### src/rtl/stream_distributor.sv
// Fan-out of one valid/ready stream onto NS sinks, each with a one-deep holding slot.
// Sink choice is round-robin among slots that are empty or being drained this cycle.
module stream_distributor #(
    parameter int unsigned NS = 2,
    parameter int unsigned DW = 32
) (
    input  logic                  clk,
    input  logic                  rst,
    input  logic                  clk_en,
    input  logic                  in_vld,
    output logic                  in_rdy,
    input  logic [DW-1:0]         in_dat,
    output logic [NS-1:0]         out_vld,
    input  logic [NS-1:0]         out_rdy,
    output logic [NS-1:0][DW-1:0] out_dat,
    output logic [$clog2(NS)-1:0] out_sel
);

    localparam int unsigned SW = $clog2(NS);

    logic [NS-1:0]         full;
    logic [NS-1:0][DW-1:0] dat;
    logic [SW-1:0]         rr;
    logic [SW-1:0]         sel;

    logic [NS-1:0]         avail;
    logic                  any_avail;
    logic                  found;
    logic [SW-1:0]         tgt;
    logic [SW-1:0]         rr_nxt;
    logic                  take;
    int unsigned           scan_idx;

    // Rotating priority scan starting at rr; a full slot being drained counts as free.
    always_comb begin
        avail     = ~full | out_rdy;
        any_avail = |avail;
        found     = 1'b0;
        tgt       = '0;
        scan_idx  = 0;
        for (int unsigned i = 0; i < NS; i++) begin
            scan_idx = (32'(rr) + i) % NS;
            if (!found && avail[scan_idx]) begin
                found = 1'b1;
                tgt   = SW'(scan_idx);
            end
        end
    end

    assign rr_nxt = (tgt == SW'(NS - 1)) ? '0 : tgt + SW'(1);
    assign in_rdy = clk_en & any_avail;
    assign take   = in_vld & in_rdy;

    // Slot state: a reload wins over a drain, so drain+reload keeps the slot full.
    always_ff @(posedge clk or posedge rst) begin
        if (rst) begin
            full <= '0;
            dat  <= '0;
            rr   <= '0;
            sel  <= '0;
        end else if (clk_en) begin
            for (int unsigned s = 0; s < NS; s++) begin
                if (take && (tgt == SW'(s))) begin
                    full[s] <= 1'b1;
                    dat[s]  <= in_dat;
                end else if (full[s] && out_rdy[s]) begin
                    full[s] <= 1'b0;
                end
            end
            if (take) begin
                sel <= tgt;
                rr  <= rr_nxt;
            end
        end
    end

    assign out_vld = full;
    assign out_dat = dat;
    assign out_sel = sel;

endmodule

### config.mk
export PLATFORM = sky130hd
export DESIGN_NAME = stream_distributor
export DESIGN_NICKNAME = d
export VERILOG_FILES = /design/src/rtl/stream_distributor.sv
export SDC_FILE = /design/constraint.sdc
export NUM_CORES = 1
export LEC_CHECK = 0
export CORE_MARGIN = 4
export CORE_UTILIZATION = 43
export CTS_CLUSTER_SIZE = 28
export DETAILED_ROUTE_END_ITERATION = 8
export PLACE_DENSITY = 0.81
export SYNTH_ARGS = -nofsm -noshare
export SYNTH_HDL_FRONTEND = slang
export SYNTH_SLANG_ARGS = --single-unit
### constraint.sdc
create_clock -name clk -period 2.5 [get_ports clk]
set_input_delay 0.5 -clock clk [delete_from_list [all_inputs] [get_ports clk]]
set_output_delay 0.5 -clock clk [all_outputs]
set_load 0.01 [all_outputs]
==> results of run 1 <==
## sequential cells by signal (all words and copies together), names as in the netlist
name / flops
out_dat: 64
out_sel: 1
out_vld: 2
rr: 1
## layer usage
layer | vias to the layer above | track usage | wire [um]
met2 | 68 | 0.2537 | 2752
met1 | 849 | 0.2043 | 2273
li1 | 787 | - | -
met3 | 7 | 0.08453 | 530
met4 | 0 | 0.04748 | 69
met5 | - | 0 | 0
## through the flow
step	hold slack [ns]	total power, mW
finish	0.4883	4.940
global route	0.5209	5.237
CTS	0.4966	5.016
detailed placement	0.4768	4.009
global placement	0.4662	3.940
floorplan	0.5288	2.714
## worst paths after layout
check / to / slack, ns / depth (start not counted)
max in group asynchronous: out_dat[26]$_DFFE_PP0P_ / 1.65 / 3
min in group asynchronous: out_dat[0]$_DFFE_PP0P_ / 0.56 / 3
hold / removal: out_dat[27]$_DFFE_PP0P_ / 0.49 / 1
setup / recovery: in_rdy / 0.12 / 4
setup reg to reg: out_dat[26]$_DFFE_PP0P_ / 0.77 / 5
hold reg to reg: out_dat[27]$_DFFE_PP0P_ / 0.49 / 1
## final cells by class
| cell class | instances | share of cell area |
|---|---|---|
| Sequential cell | 68 | 0.4229 |
| Timing Repair Buffer | 112 | 0.2836 |
| Clock buffer | 12 | 0.03607 |
| Tap cell | 75 | 0.02332 |
| Inverter | 1 | 0.0009328 |
| Multi-Input combinational cell | 81 | 0.2152 |
| Clock inverter | 4 | 0.01803 |
## power groups by stage
stage / clock network, mW / registers [mW] / logic [mW]
after floorplan: 0 / 2.15 / 0.567
after global placement: 0 / 1.88 / 2.06
after detailed placement: 0 / 1.92 / 2.09
after CTS: 1.01 / 1.90 / 2.10
after global routing: 1.07 / 1.97 / 2.20
final: 0.987 / 1.89 / 2.06
## worst reg2reg max path, stage by stage, from the launching register on
cell,delay [ns]
dfrtp_1,0.39
and2b_4,0.17
buf_4,0.15
a211oi_4,0.34
buf_12,0.21
mux2_2,0.35
## logic make-up after synthesis
logic type,count (synthesis),share of synthesized area
and+or+nand+nor,8,0.01961
DFF,68,0.6504
AOI/OAI and AO/OA,9,0.03156
muxes,64,0.2755
buffers and inverters,7,0.02295
## cell usage in the layout (no fill, tap or decap)
cell type	n
o2bb2ai_1	1
clkbuf_1	2
inv_2	1
o31ai_1	1
nor2b_1	1
mux2_1	6
a31oi_1	1
and2b_4	1
a211oi_4	1
clkinv_2	1
buf_4	4
clkbuf_8	10
o21ai_0	1
nand2_1	2
nand2b_4	1
a21o_1	1
buf_12	3
bufinv_16	2
nand2_2	1
a21oi_1	1
nor2_1	2
dfrtp_1	68
clkinvlp_4	1
o2111ai_4	1
a21boi_0	1
mux2_2	58
clkdlybuf4s50_1	105
==> impl_results.md, run 1 <==
* CP endpoint kind: output port
* Layout area overhead at 53.80%
* Layout Nets at 311
* WP data required at 2.00 ns
* CP most frequent cell: clkdlybuf4s50_1
* CP Cell Sequence: clkdlybuf4s50_1 -> and2b_4 -> a21boi_0 -> clkdlybuf4s50_1
* Combinational share of power at 0.417
* Clock skew at 0.006646 ns
* Sw Ratio at 0.2817
* Cell Count, Final, Fillers Out at 353
* Cell internal pwr at 3.548 mW
* Power share of the clock group at 0.200
* TNS Setup at 0 ns
* Relative slew slack at 0.7667
* Maximum clock rate at 0.4209 GHz
* Dominant cell type by area after synthesis: dfrtp_1
* Number of setup violations in the final report at 0
* Measured slew at the worst slew-check pin at 0.3499 ns
* Dpl ws at 0.1139 ns
* Post-Syn Nets at 194
* Max VDD drop at 803.4 uV
* Main synth FF type: dfrtp_1
* Synth warn at 0
* Vias in the first global route at 1875
* Min Tclk post-route at 2.376 ns
* Min-delay src: out_dat[27]$_DFFE_PP0P_
* Count leader, synth: dfrtp_1
* Post-CTS resize count at 0
* RSZ-0062 raised after global routing: no
* #FFs+latches synth at 68
* Psw at 1.391 mW
* Slowest CP cell: clkdlybuf4s50_1
* CP bufs+invs at 2
* DP HPWL at 4.023 mm
* Clock Tree Buf Depth at 2
* Clock latency on the worst-skew pair at 0.34 ns
* Clock transition at path regs at 0.07 ns
* Max FO, Critical Path at 2
* Period utilization at 0.9503
* Wire per inst at 15.93 um
* DP Cell Count at 337
* Slew Viols, Final at 0
* Ys async rst share at 1.000
* CTS tree: done
* Post-DP Area at 0.003806 mm^2
* Total grt overflow at 0
* Final hold vios at 0
* Number of CTS-inserted buffers at 9
* EDFF count, synth at 0
* Synth cell count leaders: dfrtp_1, mux2_2, mux2_1, buf_4, buf_6
* Starting Density at 0.4419
* DRC at 0
* Post-detailed-route via-to-cell ratio at 4.847
* Core area at 0.005921 mm^2
* Starting DRT DRC Count at 16
* DRT antenna net count at 0
* N_diodes at 0
* Initial antenna violation count at 0
* Clock Sinks at 68
* Status: complete, no violations
* H-tree depth at 3
* Max-Cap Viols at 0
* Die ar. at 0.007396 mm^2
* Final WS setup at 0.1242 ns
* Worst R2R Start: out_vld[0]$_DFFE_PP0P_
* CP startpoint: out_rdy[0]
* Footprint of the multi-input gates at 865.8 um^2
* Port Buf Inserts at 105
* Slowest Stage Delay on Critical Path at 0.56 ns
* Syn_area_per_cell at 16.77 um^2
* Area share of the largest cell type after synthesis at 0.6504
* First-pass GRT wire length at 9.363 mm
* Top delay family on crit path: buffers and inverters
* Sequential Power Share at 0.383
* Fillcell total at 426
* DRT Wirelength at 5.625 mm
* Register area at 0.001702 mm^2
* Post-CTS Setup Bufs at 0
* Critical Path AT at 1.88 ns
* Min-Delay Path Class: reg2reg
* PD cells at 1228 mW/mm^2
* Cell variety after synth at 21
* Static leakage at 1.669 nW
* Gp weighted congestion at 0.7606
* Post-synthesis sequential area ratio at 0.6504
* Share of post-route cells with drive strength above 1 at 0.3058
* Hold-fix buffers at CTS at 0
* I/O Pins at 106
* Cell Area, Synth at 0.002616 mm^2
* Die height at 86 um
* Row count at 28
* Root Buffer: clkbuf_8
* Synth area leaders: dfrtp_1, mux2_2, mux2_1
* GRT Util Overall at 0.1650
* Synth Instances at 156
* Die X at 86 um
* Total iterations of the first detailed-routing run at 4
* Final core occ at 0.6796
* Largest net degree at the start of global routing at 69
* Worst setup SP type: primary input
* Detailed-route via count at 1711
* CP Class: in2out
* Final Cell Area at 0.004024 mm^2
Note: power is estimated with default switching activity, not from simulation.
==> run 2, diff against run 1 <==
--- a/config.mk
+++ b/config.mk
@@ -7,9 +7,10 @@
 export LEC_CHECK = 0
 export CORE_MARGIN = 4
 export CORE_UTILIZATION = 43
-export CTS_CLUSTER_SIZE = 28
+export CTS_CLUSTER_SIZE = 20
 export DETAILED_ROUTE_END_ITERATION = 8
 export PLACE_DENSITY = 0.81
+export SETUP_SLACK_MARGIN = 0.02
 export SYNTH_ARGS = -nofsm -noshare
 export SYNTH_HDL_FRONTEND = slang
 export SYNTH_SLANG_ARGS = --single-unit
==> results of run 2 <==
No change in the layout: final DEF, timing and power equal those of run 1.
